### src/rtl/mem_wb_stage.sv
// MEM stage and MEM/WB register: issues loads/stores over a req/ack port, stalls
// the pipe while waiting, and drives the register-file write port.
module mem_wb_stage #(
  parameter int TIMEOUT_CYCLES = 255
) (
  input  logic        clk,
  input  logic        rst,
  input  logic        ex_valid,
  input  logic        ex_wreg,
  input  logic [4:0]  ex_wd,
  input  logic [31:0] ex_wdata,
  input  logic [3:0]  ex_mem_op,
  input  logic [31:0] ex_mem_addr,
  input  logic [31:0] ex_store_data,
  input  logic        flush,
  output logic        stall_req,
  output logic        dm_req,
  output logic        dm_we,
  output logic [31:0] dm_addr,
  output logic [3:0]  dm_be,
  output logic [31:0] dm_wdata,
  input  logic        dm_ack,
  input  logic [31:0] dm_rdata,
  output logic        w_en,
  output logic [4:0]  w_addr,
  output logic [31:0] w_data,
  output logic        exc_misalign,
  output logic        bus_err
);

  localparam logic [3:0] OP_LB  = 4'd1;
  localparam logic [3:0] OP_LBU = 4'd2;
  localparam logic [3:0] OP_LH  = 4'd3;
  localparam logic [3:0] OP_LHU = 4'd4;
  localparam logic [3:0] OP_LW  = 4'd5;
  localparam logic [3:0] OP_SB  = 4'd6;
  localparam logic [3:0] OP_SH  = 4'd7;
  localparam logic [3:0] OP_SW  = 4'd8;

  localparam int CNT_W = (TIMEOUT_CYCLES < 2) ? 1 : $clog2(TIMEOUT_CYCLES + 1);
  localparam logic [CNT_W-1:0] TO_VAL = CNT_W'(TIMEOUT_CYCLES);
  localparam bit TO_EN = (TIMEOUT_CYCLES != 0);

  typedef enum logic {IDLE, ACCESS} state_t;

  function automatic logic is_mem(input logic [3:0] op);
    return (op >= OP_LB) && (op <= OP_SW);
  endfunction

  function automatic logic is_store(input logic [3:0] op);
    return (op >= OP_SB) && (op <= OP_SW);
  endfunction

  function automatic logic misaligned(input logic [3:0] op, input logic [1:0] a);
    case (op)
      OP_LH, OP_LHU, OP_SH: return a[0];
      OP_LW, OP_SW:         return |a;
      default:              return 1'b0;
    endcase
  endfunction

  function automatic logic [3:0] byte_en(input logic [3:0] op, input logic [1:0] a);
    case (op)
      OP_LB, OP_LBU, OP_SB: return 4'b0001 << a;
      OP_LH, OP_LHU, OP_SH: return a[1] ? 4'b1100 : 4'b0011;
      default:              return 4'b1111;
    endcase
  endfunction

  function automatic logic [31:0] lane_wdata(input logic [3:0] op, input logic [31:0] d);
    case (op)
      OP_SB:   return {4{d[7:0]}};
      OP_SH:   return {2{d[15:0]}};
      default: return d;
    endcase
  endfunction

  // Pick the addressed lane and sign/zero-extend it to a full register.
  function automatic logic [31:0] load_lane(input logic [3:0] op, input logic [1:0] a,
                                            input logic [31:0] d);
    logic [7:0]  b;
    logic [15:0] h;
    case (a)
      2'd0:    b = d[7:0];
      2'd1:    b = d[15:8];
      2'd2:    b = d[23:16];
      default: b = d[31:24];
    endcase
    h = a[1] ? d[31:16] : d[15:0];
    case (op)
      OP_LB:   return {{24{b[7]}}, b};
      OP_LBU:  return {24'd0, b};
      OP_LH:   return {{16{h[15]}}, h};
      OP_LHU:  return {16'd0, h};
      default: return d;
    endcase
  endfunction

  state_t           state, state_nxt;
  logic [CNT_W-1:0] cnt;
  logic [3:0]       op_p1;
  logic [4:0]       wd_p1;
  logic             wreg_p1;
  logic [1:0]       a_p1;

  logic ex_live, ex_mem, ex_mis, issue, timeout, done;

  assign ex_live = ex_valid && !flush;
  assign ex_mem  = ex_live && is_mem(ex_mem_op);
  assign ex_mis  = ex_mem && misaligned(ex_mem_op, ex_mem_addr[1:0]);
  assign issue   = ex_mem && !ex_mis;
  assign timeout = TO_EN && (cnt == TO_VAL) && !dm_ack;
  assign done    = dm_ack || timeout;

  always_comb begin
    state_nxt = state;
    stall_req = 1'b0;
    case (state)
      IDLE: begin
        if (issue) begin
          stall_req = 1'b1;
          state_nxt = ACCESS;
        end
      end
      ACCESS: begin
        stall_req = !dm_ack;
        if (done) state_nxt = IDLE;
      end
      default: state_nxt = IDLE;
    endcase
  end

  // Stage boundary: EX -> MEM/WB register and memory request
  always_ff @(posedge clk or posedge rst) begin
    if (rst) begin
      state        <= IDLE;
      cnt          <= '0;
      dm_req       <= 1'b0;
      dm_we        <= 1'b0;
      dm_addr      <= '0;
      dm_be        <= '0;
      dm_wdata     <= '0;
      w_en         <= 1'b0;
      w_addr       <= '0;
      w_data       <= '0;
      exc_misalign <= 1'b0;
      bus_err      <= 1'b0;
    end else begin
      state        <= state_nxt;
      w_en         <= 1'b0;
      exc_misalign <= 1'b0;
      bus_err      <= 1'b0;
      if (state == IDLE) begin
        cnt <= '0;
        if (issue) begin
          // Counter holds the 1-based index of the current ACCESS cycle.
          cnt      <= CNT_W'(1);
          dm_req   <= 1'b1;
          dm_we    <= is_store(ex_mem_op);
          dm_addr  <= {ex_mem_addr[31:2], 2'b00};
          dm_be    <= byte_en(ex_mem_op, ex_mem_addr[1:0]);
          dm_wdata <= lane_wdata(ex_mem_op, ex_store_data);
        end else if (ex_mis) begin
          exc_misalign <= 1'b1;
        end else if (ex_live && !ex_mem) begin
          w_en   <= ex_wreg;
          w_addr <= ex_wd;
          w_data <= ex_wdata;
        end
      end else begin
        cnt <= cnt + 1'b1;
        if (done) begin
          cnt    <= '0;
          dm_req <= 1'b0;
        end
        if (dm_ack) begin
          if (!is_store(op_p1)) begin
            w_en   <= wreg_p1;
            w_addr <= wd_p1;
            w_data <= load_lane(op_p1, a_p1, dm_rdata);
          end
        end else if (timeout) begin
          bus_err <= 1'b1;
        end
      end
    end
  end

  always_ff @(posedge clk) begin
    if (state == IDLE && issue) begin
      op_p1   <= ex_mem_op;
      wd_p1   <= ex_wd;
      wreg_p1 <= ex_wreg;
      a_p1    <= ex_mem_addr[1:0];
    end
  end

endmodule

### config.mk
export PLATFORM = sky130hd
export DESIGN_NAME = mem_wb_stage
export DESIGN_NICKNAME = d
export VERILOG_FILES = /design/src/rtl/mem_wb_stage.sv
export SDC_FILE = /design/constraint.sdc
export NUM_CORES = 1
export LEC_CHECK = 0
export CORE_AREA = 2 2 164 118
export CTS_CLUSTER_DIAMETER = 150
export CTS_CLUSTER_SIZE = 28
export DETAILED_ROUTE_END_ITERATION = 6
export DIE_AREA = 0 0 166 120
export HOLD_SLACK_MARGIN = 0.15
export PLACE_DENSITY_LB_ADDON = 0.25
export SYNTH_ARGS = -nofsm -noshare
export SYNTH_HDL_FRONTEND = slang
export SYNTH_SLANG_ARGS = --single-unit
### constraint.sdc
create_clock -name clk -period 4.3 [get_ports clk]
set_input_delay 0.645 -clock clk [delete_from_list [all_inputs] [get_ports clk]]
set_output_delay 0.645 -clock clk [all_outputs]
set_load 0.02 [all_outputs]
==> impl_metrics.tcl <==
set metrics [dict create \
    status "completed" \
    worst-setup-path-type "in -> out" \
    antenna_cells 0 \
    netlist_area_sq_mm 0.00631 \
    drcViolationCount 0 \
    hold_buffers 0 \
    clkSlewWorstSetupHoldPaths_ps 60 \
    gr-total-overflow 0 \
    fmax_mhz 277 \
    cts_sinks 129 \
    ant_nets 0 \
    grt_usage_pct 19.6 \
    yosys.area.top_type "dfrtp_1" \
    wl_per_cell_microns 17.0 \
    io_buffers 251 \
    multi_input_area_sq_mm 0.00277 \
    pre_cts_ws_ps 700 \
    crit_chain "clkdlybuf4s50_1 > or4b_4 > o22ai_1 > nand4b_1 > nand2_1 > clkdlybuf4s50_1" \
    crit_slowest_cell "clkdlybuf4s50_1" \
    std_cell_rows 42 \
    place_hpwl_microns 13900 \
    yosys_warnings 0 \
    fin_crit_sh_pct 84.0 \
    peakVddDrop_uv 240 \
    nets 1038 \
    ys_seq_area_share_pct 52.1 \
    drt_wl_total_microns 19500 \
    setup_tns_ps 0 \
    ys_async_sr_fraction_pct 90.7 \
    cp-end-kind "output pin" \
    clockRootBuffer "clkbuf_16" \
    hold_violations 0 \
    area_growth_pct 51.0 \
    finalSetupViolations 0 \
    synth_area_leaders "dfrtp_1 (46%), nand2_1 (12%), mux2i_1 (5.9%)" \
    ys_types 48 \
    slew_viol_final 0 \
    min_path_type "reg -> reg" \
    coreArea_sq_mm 0.0184 \
    postSynthCellCount 659 \
    drive_gt1_share_pct 6.73 \
    slowest_delay_ps 650 \
    antenna_found_initial 0 \
    via_per_inst 4.83 \
    relSlewSlack_pct 29.2 \
    synth_edf_count 12 \
    cp_common_cell "clkdlybuf4s50_1" \
    worst_slack_ps 688 \
    synthFlopType "dfrtp_1" \
    via_count 5548 \
    start_util_pct 34.2 \
    cp_max_fo 9 \
    tightest_slew_ps 1050 \
    cp-start-kind "primary input" \
    grt_max_degree 92 \
    insertion_delay_ps 410 \
    cp.required_ps 3650 \
    period_needed_ps 3610 \
    cts_setup_buffers 0 \
    cts_made_buffers 17 \
    p_per_area_mw_per_mm2 487 \
    fillCellCount 1715 \
    routabilityCongestion 0.862 \
    syn_avg_cell_area_sq_um 9.58 \
    holdWs_ps 472 \
    dieArea_sq_mm 0.0199 \
    grt_pass1_wl_microns 30700 \
    cts-resized-gates 0 \
    die_h_microns 120 \
    fin_cells 1149 \
    placed_area_sq_mm 0.00897 \
    p_leak_uw 0.00408 \
    arrival_ps 2970 \
    yosysTopAreaCellShare_pct 46.4 \
    regArea_sq_mm 0.00329 \
    num_io_pins 254 \
    final_cell_area_sq_mm 0.00954 \
    grt_setup_unrepaired "false" \
    grt_pass1_vias 5336 \
    drt_iter0_markers 425 \
    htree_levels 4 \
    synth_common_cells "nand2_1 (195), dfrtp_1 (117), o21ai_0 (49)" \
    cts.path.max_buffers 2 \
    fp.dieW_microns 166 \
    yosysMostFrequentCell "nand2_1" \
    cts_tree "built" \
    dp_cells 1117 \
    maxCapViolations 0 \
    synth-seq-cells 129 \
    clock_skew_ps 10.3 \
    firstDrtPassIters 4 \
]
cell usage in the layout, fill, tap and decap left out, types with 10 or more instances in the layout:
cell,count
clkdlybuf4s50_1,251
nand2_1,195
dfrtp_1,117
o21ai_0,49
nor2_1,40
mux2i_1,37
clkbuf_16,17
o2bb2ai_1,16
or3_1,16
nand3_1,14
a21oi_1,12
edfxtp_1,12
nand2b_1,11
a31oi_1,10
worst paths after layout:
kind | startpoint | to | slack, ps | depth (start not counted)
max in group asynchronous | rst | dm_addr[27]$_DFFE_PP0P_ | 2720 | 3
worst max register to register | a_p1[1]$_DFFE_PP_ | w_data[26]$_DFFE_PP0P_ | 1560 | 5
worst min-delay path | dm_wdata[5]$_DFFE_PP0P_ | dm_wdata[5]$_DFFE_PP0P_ | 470 | 2
worst max-delay path | ex_mem_op[0] | stall_req | 690 | 6
worst min register to register | dm_wdata[5]$_DFFE_PP0P_ | dm_wdata[5]$_DFFE_PP0P_ | 470 | 2
min in group asynchronous | rst | dm_addr[15]$_DFFE_PP0P_ | 790 | 2
per-layer routing:
metal | vias up | wire length [microns] | GRT usage [%]
met1 | 2605 | 9850 | 30.1
li1 | 2750 | - | -
met4 | 0 | 215 | 5.38
met2 | 174 | 8270 | 27.5
met5 | - | 0 | 0
met3 | 19 | 1220 | 4.52
sequential cells by signal, summed over array words and instances, names as in the netlist, 2 cells and up:
| signal | cells |
|---|---|
| a_p1 | 2 |
| cnt | 8 |
| dm_addr | 30 |
| dm_be | 4 |
| dm_wdata | 32 |
| op_p1 | 4 |
| w_addr | 5 |
| w_data | 32 |
| wd_p1 | 5 |
kinds of logic after synthesis:
family	Yosys count	synth area share, %
AO/OA/AOI/OAI	118	12.1
XOR/XNOR	9	1.25
adder cells (fa/ha/maj)	1	0.198
buffers and inverters	50	4.18
flip-flops	129	52.1
multiplexers	45	8.72
other	1	0.0594
AND/OR/NAND/NOR	306	21.4
power breakdown:
| part | total [uW] | switching (uW) | leakage [uW] | internal (uW) |
|---|---|---|---|---|
| clock network | 1400 | 583 | 0.000265 | 821 |
| logic | 1560 | 802 | 0.00225 | 760 |
| registers | 1680 | 160 | 0.00156 | 1520 |
| total | 4650 | 1540 | 0.00408 | 3100 |
final cells by class:
cell class	instances	area share [%]
clock buffer	19	4.64
clock inverter	13	1.33
inverter	6	0.262
multi-input combinational	481	29.0
sequential	129	34.5
tap	242	3.18
timing repair buffer	259	27.1
worst max-delay path: cells and delay by family:
kind	cells	cell delay [ps]
AND/OR/NAND/NOR	3	900
buffers and inverters	2	1210
AO/OA/AOI/OAI	1	210
stage by stage:
stage          power, uW  util [%]
5_1_grt             4890      51.7
6_report            4650      51.7
4_1_cts             4700      51.7
3_3_place_gp        3260      48.6
2_1_floorplan       2410         -
3_5_place_dp        3270      48.6
No activity file was read; power rests on OpenSTA's default activity.
